<file path="config.mk">
export PLATFORM = sky130hd
export DESIGN_NAME = fxp_mult_pipe_flat
export DESIGN_NICKNAME = d
export VERILOG_FILES = /design/src/rtl/fxp_mult_pipe_if.sv /design/src/rtl/fxp_mult_pipe.sv /design/src/flat_wrapper.sv
export SDC_FILE = /design/constraint.sdc
export NUM_CORES = 2
export LEC_CHECK = 0
export CORE_MARGIN = 1.5
export CORE_UTILIZATION = 65
export DETAILED_ROUTE_END_ITERATION = 8
export GPL_TIMING_DRIVEN = 1
export PLACE_DENSITY = 0.93
export SYNTH_ARGS = -nofsm -noshare
export SYNTH_HDL_FRONTEND = slang
export SYNTH_SLANG_ARGS = --single-unit
</file>
<file path="constraint.sdc">
create_clock -name CLK -period 9.8 [get_ports CLK]
set_input_delay 1.96 -clock CLK [delete_from_list [all_inputs] [get_ports CLK]]
set_output_delay 1.96 -clock CLK [all_outputs]
set_load 0.02 [all_outputs]
</file>
<file path="src/rtl/fxp_mult_pipe_if.sv">
// Handshake and operand/result bundle between the operand fetch path and the
// fixed-point multiplier, plus its result path toward the accumulator.
interface fxp_mult_pipe_if #(
    parameter int W     = 16,
    parameter int LANES = 4
);
    logic               in_valid;
    logic               in_ready;
    logic [LANES*W-1:0] ip1;
    logic [LANES*W-1:0] ip2;
    logic [1:0]         mode;
    logic               out_valid;
    logic               out_ready;
    logic [LANES*W-1:0] op;
    logic [LANES-1:0]   ovf;

    modport master (
        output in_valid, ip1, ip2, mode, out_ready,
        input  in_ready, out_valid, op, ovf
    );

    modport slave (
        input  in_valid, ip1, ip2, mode, out_ready,
        output in_ready, out_valid, op, ovf
    );
endinterface

</file>
<file path="src/rtl/fxp_mult_pipe.sv">
// Pipelined multi-lane signed fixed-point multiplier with per-bundle
// round/saturate mode, overflow flags and a bubble-collapsing valid/ready pipe.
module fxp_mult_pipe #(
    parameter int W      = 16,
    parameter int FRAC   = 8,
    parameter int LANES  = 4,
    parameter int STAGES = 3
) (
    input  logic           CLK,
    input  logic           RST_N,
    fxp_mult_pipe_if.slave bus
);
    localparam int PW = 2*W + 1;

    // Returns {ovf, result}. The extra top bit keeps the rounding carry.
    function automatic logic [W:0] lane_mul(input logic [W-1:0] a,
                                            input logic [W-1:0] b,
                                            input logic [1:0]   m);
        logic signed [2*W-1:0] p;
        logic signed [PW-1:0]  pr;
        logic signed [PW-1:0]  r;
        logic                  in_range;
        p        = (2*W)'($signed(a)) * (2*W)'($signed(b));
        pr       = {p[2*W-1], p};
        pr       = pr + (m[0] ? (PW'(1) << (FRAC-1)) : PW'(0));
        r        = pr >>> FRAC;
        in_range = (&r[PW-1:W-1]) || !(|r[PW-1:W-1]);
        if (!in_range && m[1])
            lane_mul = {1'b1, r[PW-1], {(W-1){!r[PW-1]}}};
        else
            lane_mul = {!in_range, r[W-1:0]};
    endfunction

    logic [LANES*W-1:0] res;
    logic [LANES-1:0]   res_ovf;

    // The whole product is formed on entry, so later stages only carry the
    // finished bundle and a mode change can never reach an in-flight bundle.
    always_comb begin
        logic [W:0] lr;
        res     = '0;
        res_ovf = '0;
        lr      = '0;
        for (int i = 0; i < LANES; i++) begin
            lr               = lane_mul(bus.ip1[i*W +: W], bus.ip2[i*W +: W], bus.mode);
            res[i*W +: W]    = lr[W-1:0];
            res_ovf[i]       = lr[W];
        end
    end

    logic [STAGES-1:0]  vld;
    logic [STAGES-1:0]  ld;
    logic [STAGES-1:0]  src_v;
    logic [LANES*W-1:0] dat   [STAGES];
    logic [LANES*W-1:0] src_d [STAGES];
    logic [LANES-1:0]   ovf_q [STAGES];
    logic [LANES-1:0]   src_f [STAGES];

    // Stage k can load unless it and every stage after it are full while the
    // consumer is stalled; written flat to avoid a ripple through ld itself.
    always_comb begin
        ld = '0;
        for (int k = 0; k < STAGES; k++)
            ld[k] = bus.out_ready ||
                    ((vld | ((STAGES'(1) << k) - STAGES'(1))) != '1);
    end

    always_comb begin
        src_v    = '0;
        for (int k = 0; k < STAGES; k++) begin
            src_d[k] = '0;
            src_f[k] = '0;
        end
        src_v[0] = bus.in_valid;
        src_d[0] = res;
        src_f[0] = res_ovf;
        for (int k = 1; k < STAGES; k++) begin
            src_v[k] = vld[k-1];
            src_d[k] = dat[k-1];
            src_f[k] = ovf_q[k-1];
        end
    end

    always_ff @(posedge CLK) begin
        if (!RST_N) begin
            vld <= '0;
            for (int k = 0; k < STAGES; k++) begin
                dat[k]   <= '0;
                ovf_q[k] <= '0;
            end
        end else begin
            for (int k = 0; k < STAGES; k++) begin
                if (ld[k]) begin
                    vld[k] <= src_v[k];
                    if (src_v[k]) begin
                        dat[k]   <= src_d[k];
                        ovf_q[k] <= src_f[k];
                    end
                end
            end
        end
    end

    assign bus.in_ready  = ld[0];
    assign bus.out_valid = vld[STAGES-1];
    assign bus.op        = dat[STAGES-1];
    assign bus.ovf       = ovf_q[STAGES-1];
endmodule

</file>
<file path="src/flat_wrapper.sv">
// flat-port wrapper written by rule: the top's interface ports become plain ports
module fxp_mult_pipe_flat 
#(
    parameter int W      = 16,
    parameter int FRAC   = 8,
    parameter int LANES  = 4,
    parameter int STAGES = 3
)
  (CLK, RST_N, bus_in_valid, bus_ip1, bus_ip2, bus_mode, bus_out_ready, bus_in_ready, bus_out_valid, bus_op, bus_ovf);
  fxp_mult_pipe_if #(.W(W), .LANES(LANES)) bus_i ();
  input  logic CLK;
  input  logic RST_N;
  input wire logic [$bits(bus_i.in_valid)-1:0] bus_in_valid;
  input wire logic [$bits(bus_i.ip1)-1:0] bus_ip1;
  input wire logic [$bits(bus_i.ip2)-1:0] bus_ip2;
  input wire logic [$bits(bus_i.mode)-1:0] bus_mode;
  input wire logic [$bits(bus_i.out_ready)-1:0] bus_out_ready;
  output wire logic [$bits(bus_i.in_ready)-1:0] bus_in_ready;
  output wire logic [$bits(bus_i.out_valid)-1:0] bus_out_valid;
  output wire logic [$bits(bus_i.op)-1:0] bus_op;
  output wire logic [$bits(bus_i.ovf)-1:0] bus_ovf;
  assign bus_i.in_valid = bus_in_valid;
  assign bus_i.ip1 = bus_ip1;
  assign bus_i.ip2 = bus_ip2;
  assign bus_i.mode = bus_mode;
  assign bus_i.out_ready = bus_out_ready;
  assign bus_in_ready = bus_i.in_ready;
  assign bus_out_valid = bus_i.out_valid;
  assign bus_op = bus_i.op;
  assign bus_ovf = bus_i.ovf;
  fxp_mult_pipe #(.W(W), .FRAC(FRAC), .LANES(LANES), .STAGES(STAGES)) u_core (.CLK(CLK), .RST_N(RST_N), .bus(bus_i));
endmodule
</file>
# Word level (Yosys, flattened, before mapping)

Memory sizes are Yosys's and may differ from the RTL's.
Cells that the tools add are included.

Add/sub/neg operators: 4
$mul: 4
Equal/unequal tests: 2
Muxes and demuxes: 24
Bitwise operators: 7
Reductions and logical operators: 31

Operators by type and width:

| kind                 | count |
|---|---|
| $mux W64             | 3 |
| $add A32 B9 Y33      | 4 |
| $mul A16 B16 Y32     | 4 |
| $mux W17             | 4 |
| $reduce_and A10 Y1   | 4 |
| $reduce_or A10 Y1    | 4 |
| $mux W1              | 13 |
| $logic_not A1 Y1     | 12 |
| $mux W4              | 3 |
| $mux W8              | 1 |
| $logic_or A1 B1 Y1   | 7 |
| $or A1 B1 Y1         | 6 |
| $logic_and A1 B1 Y1  | 4 |
| $ne A3 B3 Y1 const B | 1 |
| $ne A2 B2 Y1 const B | 1 |
| $not A1 Y1           | 1 |

Register bits: 3
Memory bits (writable): 204
Bits of input ports: 134
Output and inout bits: 70
Word-level logic and storage cells: 77
Memories kept: 2

Memories:

| name         | words | bits a word | read ports | clocked after memory_dff | wr ports | RTL line            | text |
|---|---|---|---|---|---|---|---|
| u_core.dat   | 3     | 64          | 3          | 0                        | 3        | fxp_mult_pipe.sv:54 | `logic [LANES*W-1:0] dat [STAGES];` |
| u_core.ovf_q | 3     | 4           | 3          | 0                        | 3        | fxp_mult_pipe.sv:56 | `logic [LANES-1:0] ovf_q [STAGES];` |

# Longest topological paths before layout

Depth in word-level cells: 9
Gate-level depth with buffers: 28
Gate-level depth less buffers: 25

# Least setup slack after synthesis

Ideal clock, no wire load.

Kind: input to register
Start point: input port bus_ip2[33]
End point: memory u_core.dat[0][33] (netlist name), data pin
Library setup time: 0.170 ns
Data arrival time: 8.544 ns
Data required time: 9.630 ns
Path slack: 1.087 ns
Cell stages on the path: 25
Path buffers: 2
Cells stage by stage: clkbuf_1 > nand2_1 > inv_1 > fa_1 > inv_1 > fa_1 > inv_1 > fa_1 > fa_1 > inv_1 > fa_1 > fa_1 > inv_1 > ha_1 > clkbuf_1 > a21oi_1 > o21ai_0 > nor2_1 > nand3_1 > a31oi_4 > o221ai_4 > xnor2_1 > or4_4 > a31o_4 > nor4_2

RTL lines:

| what        | RTL line            | text |
|---|---|---|
| from (decl) | flat_wrapper.sv:15  | `input wire logic [$bits(bus_i.ip2)-1:0] bus_ip2;` |
| to (decl)   | fxp_mult_pipe.sv:54 |  |

==> flow_summary.ini <==
[placed_design]
dp_hpwl_mm = 97.3
post_dp_cell_area_um2 = 51800
io_buffers = 203
gp_congestion = 0.945

[setup_path]
crit_top_cell = fa_1
reg2reg_from = u_core.vld[2]$_SDFFE_PN0N_
worstSetupEndpointType = flop
cp_data_required_time_ns = 10.12
arrival_ns = 9.64
reg2reg_to = u_core.dat[0][1]$_SDFFCE_PN0P_
setup.worst_path.class = primary input to flop
cp-start-kind = primary input
cpPeakStageDelay_ns = 0.89
slowest_stage = clkdlybuf4s50_1
worstPathCellList = clkdlybuf4s50_1 -> nand2_1 -> fa_1 -> fa_1 -> inv_1 -> fa_1 -> fa_1 -> inv_1 -> fa_1 -> fa_1 -> inv_1 -> ha_1 -> a21oi_1 -> o21ai_0 -> nor2_1 -> nand3_1 -> a31oi_4 -> o221ai_4 -> xnor2_1 -> or4_4 -> a31o_4 -> nor4_2
r2r_setup_slack_ns = 6.38
reg2reg_depth = 7
path_max_fanout = 16

[sta]
max_freq_mhz = 107
grt_setup_unrepaired = false
fin_skew_ns = 0.0126
hold_viol = 0
worstMarginPinSlew_ns = 1.00
period_needed_ns = 9.32
timing.final.crit_share = 0.951
setup_tns_ns = 0
slew_violations = 0
max_slew_margin = 0.331
setup-violations-final = 0

[hold_path]
min_path_cells = 1
hp-start = u_core.dat[0][7]$_SDFFCE_PN0P_
min_path_type = flop to flop
holdPathEnd = u_core.dat[0][71]$_SDFFCE_PN0P_

[clock_network]
cts_tree = done
clockBufferDepth = 3
post-cts-setup-buffers = 0
h-tree-depth = 1
clk_pin_slew_worst_paths_ns = 0.07
clk-insertion-delay-late_ns = 0.49
cts_num_sinks = 207
cts_resized = 0
root_buffer = clkbuf_16
cts_buffers = 19
postCtsHoldBufs = 0

[global_routing]
grt_max_degree = 93
grt_usage = 0.319
grt_pass1_vias = 40400
grt_first_pass_wirelength_mm = 196
antenna_found_initial = 1
grt-ovfl-total = 0

[die]
dieArea_um2 = 77300
coreArea_um2 = 74700
die_x_um = 278
floorplan.initialDensity = 0.658
rows = 100
pin_count = 204
die_y_um = 278

[detailed_routing]
drtIter0Drc = 2812
route.detailed.drc = 0
wl_met3_mm = 8.67
wl_met2_mm = 59.5
met1_length_mm = 41.9
num_vias = 36300
firstDrtPassIters = 8
totalWireLength_mm = 118
post_drt_via_cell_ratio = 5.85
drtAntennaViolNets = 0
routedWlPerCell_um = 19.0
top_layer = met4

[logic_synthesis]
ys_seq_elements = 207
ys_seq_area_frac = 0.126
synth_top_area_share = 0.435
syn_inst = 5187
async_flop_share = 0
synthTopCellsByArea = fa_1, edfxtp_1, inv_1, ha_1, and2_1
avgSynthCellArea_um2 = 9.48
synth_edf_count = 204
ys.warnings.count = 0
syn_area_um2 = 49200
synth_top_area_cell = fa_1
syn_nets = 6705
yosysUniqueCellTypes = 78
ys.flop_type = edfxtp_1

[layout]
final_common_cell = inv_1
final_cell_mix = inv_1, fa_1, nand2_1, and2_1, ha_1
design_area_um2 = 52400
regArea_um2 = 6190
n_fill_cell = 5100
multi_input_area_um2 = 37000
antenna_cells = 0
area_growth_pct = 6.51
fin_nets = 6754
layout-drive-gt1-share = 0.0311

[flow_run]
cap_violations = 0

[outcome]
outcome = complete, no violations
cell families after synthesis:
family | Yosys count | synth area share
and+or+nand+nor | 1503 | 0.155
xor gates and xnor gates | 125 | 0.0223
adders and majority gates | 1384 | 0.515
buffers and inverters | 1516 | 0.122
AOI/OAI and AO/OA | 443 | 0.0583
DFF | 207 | 0.126
muxes | 9 | 0.00186
state kept, by name, indices dropped and copies added, names as in the netlist:
name	flops
u_core.vld	3
u_core.dat	192
u_core.ovf_q	12
per-layer routing:
layer  GRT usage  vias up
met5           0        -
met3      0.0442      629
li1            -    15700
met2       0.548     1847
met1       0.384    18200
met4       0.193        0
layout make-up:
cell class,instances,area share
clock buffers,25,0.00951
clock inverters,7,0.000764
inverters,1248,0.0894
multi-input cells,3464,0.707
flip-flops and latches,207,0.118
well taps,969,0.0231
repair buffers,296,0.0521
critical path: cells and delay by family:
kind / cells / cell delay, ns
xor+xnor: 1 / 0.19
buf+inv: 4 / 1.20
compound gates: 5 / 1.12
simple gates: 5 / 1.60
fa+ha+maj: 7 / 3.56
cell usage after synthesis, types with 6 or more instances:
library cell and n:
nand2_1 606, a31oi_1 11, a21oi_1 160, nand2b_1 28, or3_1 15, o31ai_1 19, buf_2 7, a31o_2 9
a21o_1 27, nor4_1 6, o21ai_1 8, a21oi_2 11, edfxtp_1 204, nand3_1 29, mux2i_1 8, buf_4 69
o21a_1 22, or2_2 6, and2_1 453, xnor2_1 80, nor2_1 112, o21bai_1 18, and3_1 155, fa_1 1068
a211oi_1 17, xor2_1 45, nor2b_1 7, inv_1 1248, o211ai_1 14, o21ai_0 73, nand4_1 36, ha_1 316
and4_1 9, nor3_1 23, clkbuf_1 186
stage by stage:
stage	utilization	setup slack (ns)	hold WS, ns	instances
final	0.701	0.480	0.549	6216
after global routing	0.701	0.0625	0.563	6216
after CTS	0.701	0.509	0.548	6216
after detailed placement	0.694	0.0163	0.538	6184
after global placement	0.694	0.320	0.529	6184
after floorplan	-	1.09	0.517	5187
worst max-delay path by stage:
stage / start / endpoint / cells after the start
floorplan: bus_ip2[33] / u_core.dat[0][33]$_SDFFCE_PN0P_ / 25
global placement: bus_ip2[2] / u_core.dat[0][2]$_SDFFCE_PN0P_ / 24
detailed placement: bus_ip2[18] / u_core.dat[0][27]$_SDFFCE_PN0P_ / 24
CTS: bus_ip2[18] / u_core.dat[0][27]$_SDFFCE_PN0P_ / 24
global route: bus_ip2[2] / u_core.dat[0][2]$_SDFFCE_PN0P_ / 24
finish: bus_ip2[37] / u_core.dat[0][33]$_SDFFCE_PN0P_ / 22
Power is left out: the tool's default activity adds up to more than one toggle a clock period on the data nets, which glitch-free logic cannot reach.
